===== config.mk =====
export PLATFORM = sky130hd
export DESIGN_NAME = r200_fetch_queue
export DESIGN_NICKNAME = d
export VERILOG_FILES = /design/src/rtl/r200_fetch_queue_pkg.sv /design/src/rtl/r200_fq_mem.sv /design/src/rtl/r200_fetch_queue.sv
export SDC_FILE = /design/constraint.sdc
export NUM_CORES = 1
export LEC_CHECK = 0
export ABC_AREA = 0
export CAP_MARGIN = 20
export CORE_AREA = 2 2 187 189
export CTS_CLUSTER_SIZE = 10
export DETAILED_ROUTE_END_ITERATION = 16
export DIE_AREA = 0 0 189 191
export PLACE_DENSITY = 0.68
export SYNTH_ARGS = -nofsm -noshare
export SYNTH_HDL_FRONTEND = slang
export SYNTH_SLANG_ARGS = --single-unit
export TNS_END_PERCENT = 10

===== constraint.sdc =====
create_clock -name clk -period 3.45 [get_ports clk]
set_input_delay 0.69 -clock clk [delete_from_list [all_inputs] [get_ports clk]]
set_output_delay 0.69 -clock clk [all_outputs]
set_load 0.1 [all_outputs]

===== src/rtl/r200_fetch_queue_pkg.sv =====
// Shared constants and types for the r200 IF->ID fetch queue.
package r200_fetch_queue_pkg;

  localparam int          R200_XLEN   = 32;
  localparam logic [31:0] R200_NOP    = 32'h0000_0013;
  localparam int          R200_PC_INC = 4;

  // Encoded as {enq_fire, deq_fire} so the cast from the fire bits is direct.
  typedef enum logic [1:0] {
    FQ_IDLE = 2'b00,
    FQ_DEQ  = 2'b01,
    FQ_ENQ  = 2'b10,
    FQ_BOTH = 2'b11
  } fq_op_e;

endpackage


===== src/rtl/r200_fq_mem.sv =====
// Fetch-queue storage: DEPTH entries, one synchronous write port, one asynchronous read port.
module r200_fq_mem #(
  parameter int XLEN  = 32,
  parameter int DEPTH = 4
) (
  input  logic                     clk,
  input  logic                     we,
  input  logic [$clog2(DEPTH)-1:0] waddr,
  input  logic [3*XLEN-1:0]        wdata,
  input  logic [$clog2(DEPTH)-1:0] raddr,
  output logic [3*XLEN-1:0]        rdata
);

  logic [3*XLEN-1:0] mem_q [DEPTH];

  // Storage is deliberately not reset; validity lives in the control logic.
  always_ff @(posedge clk) begin
    if (we) mem_q[waddr] <= wdata;
  end

  assign rdata = mem_q[raddr];

endmodule


===== src/rtl/r200_fetch_queue.sv =====
// IF->ID instruction buffer holding {pc, pc+4, instrn}; a flush drops every buffered entry in one cycle.
module r200_fetch_queue
  import r200_fetch_queue_pkg::*;
#(
  parameter int              XLEN  = R200_XLEN,
  parameter int              DEPTH = 4,
  parameter logic [XLEN-1:0] NOP   = XLEN'(R200_NOP)
) (
  input  logic                       clk,
  input  logic                       rst,
  input  logic                       flush,
  input  logic                       enq_valid,
  output logic                       enq_ready,
  input  logic [XLEN-1:0]            enq_pc,
  input  logic [XLEN-1:0]            enq_instrn,
  output logic                       deq_valid,
  input  logic                       deq_ready,
  output logic [XLEN-1:0]            deq_pc,
  output logic [XLEN-1:0]            deq_pcp4,
  output logic [XLEN-1:0]            deq_instrn,
  output logic [$clog2(DEPTH+1)-1:0] count
);

  localparam int AW = $clog2(DEPTH);
  localparam int CW = $clog2(DEPTH+1);

  logic [AW-1:0]     wr_ptr_q, wr_ptr_d;
  logic [AW-1:0]     rd_ptr_q, rd_ptr_d;
  logic [CW-1:0]     count_q, count_d;
  logic              enq_fire, deq_fire;
  fq_op_e            op;
  logic [XLEN-1:0]   enq_pcp4;
  logic [3*XLEN-1:0] wdata, rdata;
  logic [XLEN-1:0]   head_pc, head_pcp4, head_instrn;

  // Full/empty come from the occupancy counter; pointers alone cannot tell them apart.
  assign enq_ready = (count_q != CW'(DEPTH));
  assign deq_valid = (count_q != '0) && !flush;

  assign enq_fire = enq_valid && enq_ready && !flush;
  assign deq_fire = deq_valid && deq_ready;
  assign op       = fq_op_e'({enq_fire, deq_fire});

  assign enq_pcp4 = enq_pc + XLEN'(R200_PC_INC);
  assign wdata    = {enq_pc, enq_pcp4, enq_instrn};

  always_comb begin
    wr_ptr_d = wr_ptr_q;
    rd_ptr_d = rd_ptr_q;
    count_d  = count_q;
    if (flush) begin
      wr_ptr_d = '0;
      rd_ptr_d = '0;
      count_d  = '0;
    end else begin
      case (op)
        FQ_ENQ: begin
          wr_ptr_d = wr_ptr_q + AW'(1);
          count_d  = count_q + CW'(1);
        end
        FQ_DEQ: begin
          rd_ptr_d = rd_ptr_q + AW'(1);
          count_d  = count_q - CW'(1);
        end
        FQ_BOTH: begin
          wr_ptr_d = wr_ptr_q + AW'(1);
          rd_ptr_d = rd_ptr_q + AW'(1);
        end
        default: ;
      endcase
    end
  end

  always_ff @(posedge clk or negedge rst) begin
    if (!rst) begin
      wr_ptr_q <= '0;
      rd_ptr_q <= '0;
      count_q  <= '0;
    end else begin
      wr_ptr_q <= wr_ptr_d;
      rd_ptr_q <= rd_ptr_d;
      count_q  <= count_d;
    end
  end

  r200_fq_mem #(
    .XLEN  (XLEN),
    .DEPTH (DEPTH)
  ) u_mem (
    .clk   (clk),
    .we    (enq_fire),
    .waddr (wr_ptr_q),
    .wdata (wdata),
    .raddr (rd_ptr_q),
    .rdata (rdata)
  );

  assign {head_pc, head_pcp4, head_instrn} = rdata;

  // Gate the head so an empty or flushing queue presents a NOP and zero PCs.
  assign deq_pc     = deq_valid ? head_pc     : '0;
  assign deq_pcp4   = deq_valid ? head_pcp4   : '0;
  assign deq_instrn = deq_valid ? head_instrn : NOP;
  assign count      = count_q;

endmodule


* Yosys cells after proc, flatten, opt, wreduce, memory -nomap -nowiden
Memories as Yosys holds them, arrays and structs flattened. Cells that the tools add are included.
Cells by class: muxes and demuxes 11, eq/ne operators 4, reductions and logical operators 11, add/sub/neg operators 5
Operator list (count):
- $mux W32 | 3
- $add A32 B3 Y32 const B | 1
- $mux W2 | 4
- $pmux W3 S2 | 1
- $reduce_bool A3 Y1 | 2
- $add A2 B1 Y2 const B | 2
- $eq A2 B2 Y1 const B | 2
- $logic_and A1 B1 Y1 | 4
- $reduce_bool A2 Y1 | 2
- $reduce_or A2 Y1 | 2
- $add A3 B1 Y3 const B | 1
- $mux W3 | 1
- $ne A3 B3 Y1 const B | 1
- $sub A3 B1 Y3 const B | 1
- $eq A2 B1 Y1 const B | 1
- $mux W1 | 2
- $logic_not A1 Y1 | 1
Storage, ports and cells: input bits 69, output and inout port bits 101, memories 1, bits in writable memories 384, bits in registers 7
Memories:
- u_mem.mem_q | depth 4, bits a word 96, rd ports 1, clocked after Yosys merged registers in 0, wr ports 1, RTL line r200_fq_mem.sv:14 | logic [3*XLEN-1:0] mem_q [DEPTH];

* Logic depth before layout (Yosys ltp)
depth after elaboration 7, gate-level depth with buffers 8, mapped depth without buffers 7

* Cells and area by module
A second synthesis with hierarchy kept.
Second synthesis, totals: cell total of the unflattened synthesis 740, area, all modules 15541.2 sq um
Modules (own cells, without submodules):
- r200_fq_mem | cells an instance 506, area each 13889.6 sq um, instances 1, seq. area each 11531.1 sq um
- r200_fetch_queue | cells an instance 234, area each 1651.6 sq um, instances 1, seq. area each 175.2 sq um

* Worst setup path after synthesis
OpenSTA, ideal clock, no wires.
kind register to register, from reg count_q[0], in the netlist count[0], to mem u_mem.mem_q[0][0] (netlist bit), enable pin, clock period less this slack 5.346 ns, cell stages (with the launch flop) 6, setup time 0.464 ns, required time 2.986 ns, slack -1.896 ns, arrival time 4.883 ns, cell sequence dfrtp_1 > or3b_1 > clkbuf_1 > nand2_1 > nor2_1 > and2_1
On the way: cells in the longest elaborated chain, start to end 5
Ends and longest elaborated chain:
- from (decl) | RTL line r200_fetch_queue.sv:29 | logic [CW-1:0] count_q, count_d;
- from (signal assigned) | RTL line r200_fetch_queue.sv:82 | count_q <= count_d;
- $ne A3 B3 Y1 | RTL line r200_fetch_queue.sv:37 | assign enq_ready = (count_q != CW'(DEPTH));
- net enq_ready | RTL line r200_fetch_queue.sv:13 | output logic enq_ready,
- $logic_and A1 B1 Y1 (2 in series) | RTL line r200_fetch_queue.sv:40 | assign enq_fire = enq_valid && enq_ready && !flush;
- $mux W1 | RTL line r200_fq_mem.sv:18 | if (we) mem_q[waddr] <= wdata;
- $mux W1 (implied by the code) | RTL line r200_fq_mem.sv:18
- to (decl) | RTL line r200_fq_mem.sv:14
The timed path passes the listed nets, and every way through them passes these cells.

* Worst setup path after layout
from reg rd_ptr_q[0], to out deq_pc[18]
On the way: cells in the longest elaborated chain, start to end 2
Ends and longest elaborated chain:
- from (decl) | RTL line r200_fetch_queue.sv:28 | logic [AW-1:0] rd_ptr_q, rd_ptr_d;
- from (signal assigned) | RTL line r200_fetch_queue.sv:81 | rd_ptr_q <= rd_ptr_d;
- $mem_v2 Z4 W96
- $mux W32 | RTL line r200_fetch_queue.sv:101 | assign deq_pc = deq_valid ? head_pc : '0;
- to (decl) | RTL line r200_fetch_queue.sv:18 | output logic [XLEN-1:0] deq_pc,
Every way passes these cells.

==> impl_metrics.tcl <==
set metrics [dict create \
    p_leak_nw 6.484 \
    post_cts.repair.setup_buffers 0 \
    worst_pin_slew_ps 741.3 \
    grt_pass1_vias 7919 \
    slowest_stage "dfrtp_4" \
    ys.flop_type "edfxtp_1" \
    p_sw_mw 5.983 \
    port_buffers 169 \
    routabilityCongestion 0.6958 \
    synth_warnings 0 \
    arrival_ps 2490 \
    die_h_um 191 \
    grt_max_degree 94 \
    async_flop_share 0.01828 \
    period_minus_slack_ps 3183 \
    synth-edff-count 376 \
    worst_setup_path_end_kind "output port" \
    post-route-period-util 0.9225 \
    clkLatencyLatePin_ps 540 \
    cts_max_level 2 \
    synth_cell_types 37 \
    status "finished clean" \
    max_slew_margin 0.5016 \
    required_ps 2760 \
    finalNetCount 1014 \
    synth_top_family_by_area "multiplexers" \
    layout-drive-gt1-share 0.3029 \
    cpPeakStageDelay_ps 670 \
    path_class "register to output port" \
    p_seq_frac 0.342 \
    final-seq-area_sq_um 11470 \
    grt_pass1_wl_mm 46.31 \
    setup_viol 0 \
    fill_cells 2499 \
    routedWlPerCell_um 21.17 \
    synth_most_common_cell "edfxtp_1" \
    grtUsageTotal 0.1690 \
    clock_tree.root_cell "clkbuf_16" \
    crit_chain "buf_4 > mux4_2 > and2_1 > buf_12" \
    ys_seq_area_frac 0.7531 \
    synth_commonest_cells "edfxtp_1 (376), and2_1 (96), mux4_2 (94), clkbuf_1 (24), xnor2_1 (19)" \
    max-vdd-ir-drop_v 0.0005720 \
    ys_ff_latch 383 \
    overflow 0 \
    layout-area-overhead-vs-synth_pct 30.63 \
    die_width_um 189 \
    p_comb_frac 0.406 \
    wl_mm 29.82 \
    synthesis.area_sq_um 15230 \
    syn-num-nets 809 \
    hold_path_class "input port to asynchronous set/reset pin" \
    maxCapViolCount 0 \
    n_antenna_cell 0 \
    cts_num_sinks 383 \
    dp_hpwl_mm 18.02 \
    clock_skew_ps 11.06 \
    yosys.area.top_type "edfxtp_1" \
    cts_buffers 45 \
    drv_slew 0 \
    avgSynthCellArea_sq_um 20.74 \
    switching_share 0.3667 \
    vias 7410 \
    first_iter_violations 417 \
    yosys.area_share.xor_xnor 0.01841 \
    p_per_area_nw_per_um2 820.4 \
    synthAdderAreaFrac 0.005424 \
    initial_core_util 0.4463 \
    timing.rr.end "count[2]" \
    reg2reg_from "count[0]" \
    ant_nets 0 \
    drc_errors 0 \
    synth_top_cell_area_share 0.7416 \
    antenna_found_initial 0 \
    hold_buffers 0 \
    max_freq_mhz 314.2 \
    rsz0062_at_grt "false" \
    clk_pin_slew_ps 50 \
    cp-start-kind "register" \
    dieArea_sq_um 36100 \
    ctsLongestPathBuffers 3 \
    hold_viol 0 \
    syn_inst 734 \
    r2r_cells 8 \
    p_clk_frac 0.251 \
    r2r_slack_ps 820 \
    viasPerCell 5.259 \
    crit_fanout 18 \
    place_ws_ps 387.4 \
    postCtsResizedCells 0 \
    row_count 68 \
    multi_input_area_sq_um 3587 \
    synthSimpleGateAreaFrac 0.06853 \
    cts_tree "done" \
    fin_setup_tns_ps 0 \
    synth_area_leaders "edfxtp_1 (74%), mux4_2 (14%), and2_1 (3.9%)" \
    timing.final.ws_setup_ps 267.3 \
    first_pass_iters 4 \
    core_sq_um 34120 \
    p_int_mw 10.33 \
    synthMuxAreaShare 0.1404 \
    ioPinCount 170 \
    synth_compound_area_frac 0.001644 \
]
==> logic make-up after synthesis <==
logic type	count (synthesis)
adders and majority gates	6
muxes	96
xor gates and xnor gates	32
buffers and inverters	44
and+or+nand+nor	169
DFF	383
AOI/OAI and AO/OA	4
==> flip-flops by register name, indices dropped and copies added (netlist names) <==
register     cells
count            3
rd_ptr_q         2
u_mem.mem_q    376
wr_ptr_q         2
==> power by group through the flow <==
stage	logic, mW	clock network, mW	registers (mW)
final	6.63	4.10	5.58
after global routing	6.90	4.40	5.61
after CTS	6.73	4.21	5.59
after detailed placement	6.72	0	5.68
after global placement	6.70	0	5.67
after floorplan	4.30	0	5.67
==> metal layers <==
layer | GRT usage | wire length (um) | up-vias | part of all wire
met3 | 0.02717 | 1212 | 36 | 0.041
met2 | 0.2768 | 14750 | 192 | 0.49
met1 | 0.2388 | 13340 | 3838 | 0.45
met5 | 0 | 0 | - | 0
li1 | - | - | 3344 | -
met4 | 0.04297 | 525 | 0 | 0.018
==> cell type report <==
| class | instances | area share |
|---|---|---|
| inverters | 6 | 0.001132 |
| clock buffers | 58 | 0.06064 |
| clock inverters | 4 | 0.002516 |
| flip-flops and latches | 383 | 0.5769 |
| multi-input cells | 307 | 0.1804 |
| well taps | 455 | 0.02862 |
| repair buffers | 196 | 0.1498 |
==> through the flow <==
step / utilization / area [sq um] / total power [mW] / instances / hold WS, ps
after floorplan: - / 15240 / 9.969 / 734 / 394.4
after global placement: 0.5461 / 18630 / 12.36 / 1347 / 580.2
after detailed placement: 0.5461 / 18630 / 12.40 / 1347 / 578.2
after CTS: 0.5830 / 19890 / 16.53 / 1409 / 407.1
after global routing: 0.5830 / 19890 / 16.91 / 1409 / 437.0
final: 0.5830 / 19890 / 16.32 / 1409 / 422.9
==> layout by cell type, fill, tap and decap left out, types with 6 or more instances in the layout <==
cell type        synthesis  layout
clkbuf_16                0      46
buf_4                    3      21
and2_1                  96      92
clkbuf_1                24      11
nand4_1                  7       7
nand3_1                 10      10
edfxtp_1               376     376
mux4_2                  94      94
clkdlybuf4s50_1          0      68
buf_12                   0     107
nand2_1                 12      12
inv_1                    6       6
nor2_1                  14      13
xor2_1                  13      13
xnor2_1                 19      19
==> worst max-delay path by stage <==
stage | start | to | depth (start not counted)
final | rd_ptr_q[0] | deq_pc[18] | 4
after global routing | rd_ptr_q[0] | deq_pc[18] | 4
after CTS | rd_ptr_q[0] | deq_pc[18] | 4
after detailed placement | enq_pc[6] | u_mem.mem_q[3][50] | 6
after global placement | enq_pc[6] | u_mem.mem_q[0][52] | 6
after floorplan | count[0] | deq_pcp4[0] | 6
==> worst max-delay path, delay by kind of cell (launching register included) <==
| kind | cells | cell delay [ps] |
|---|---|---|
| simple gates | 1 | 210 |
| buf+inv | 2 | 490 |
| mux | 1 | 570 |
| flops | 1 | 670 |
Note: power is estimated with default switching activity, not from simulation.
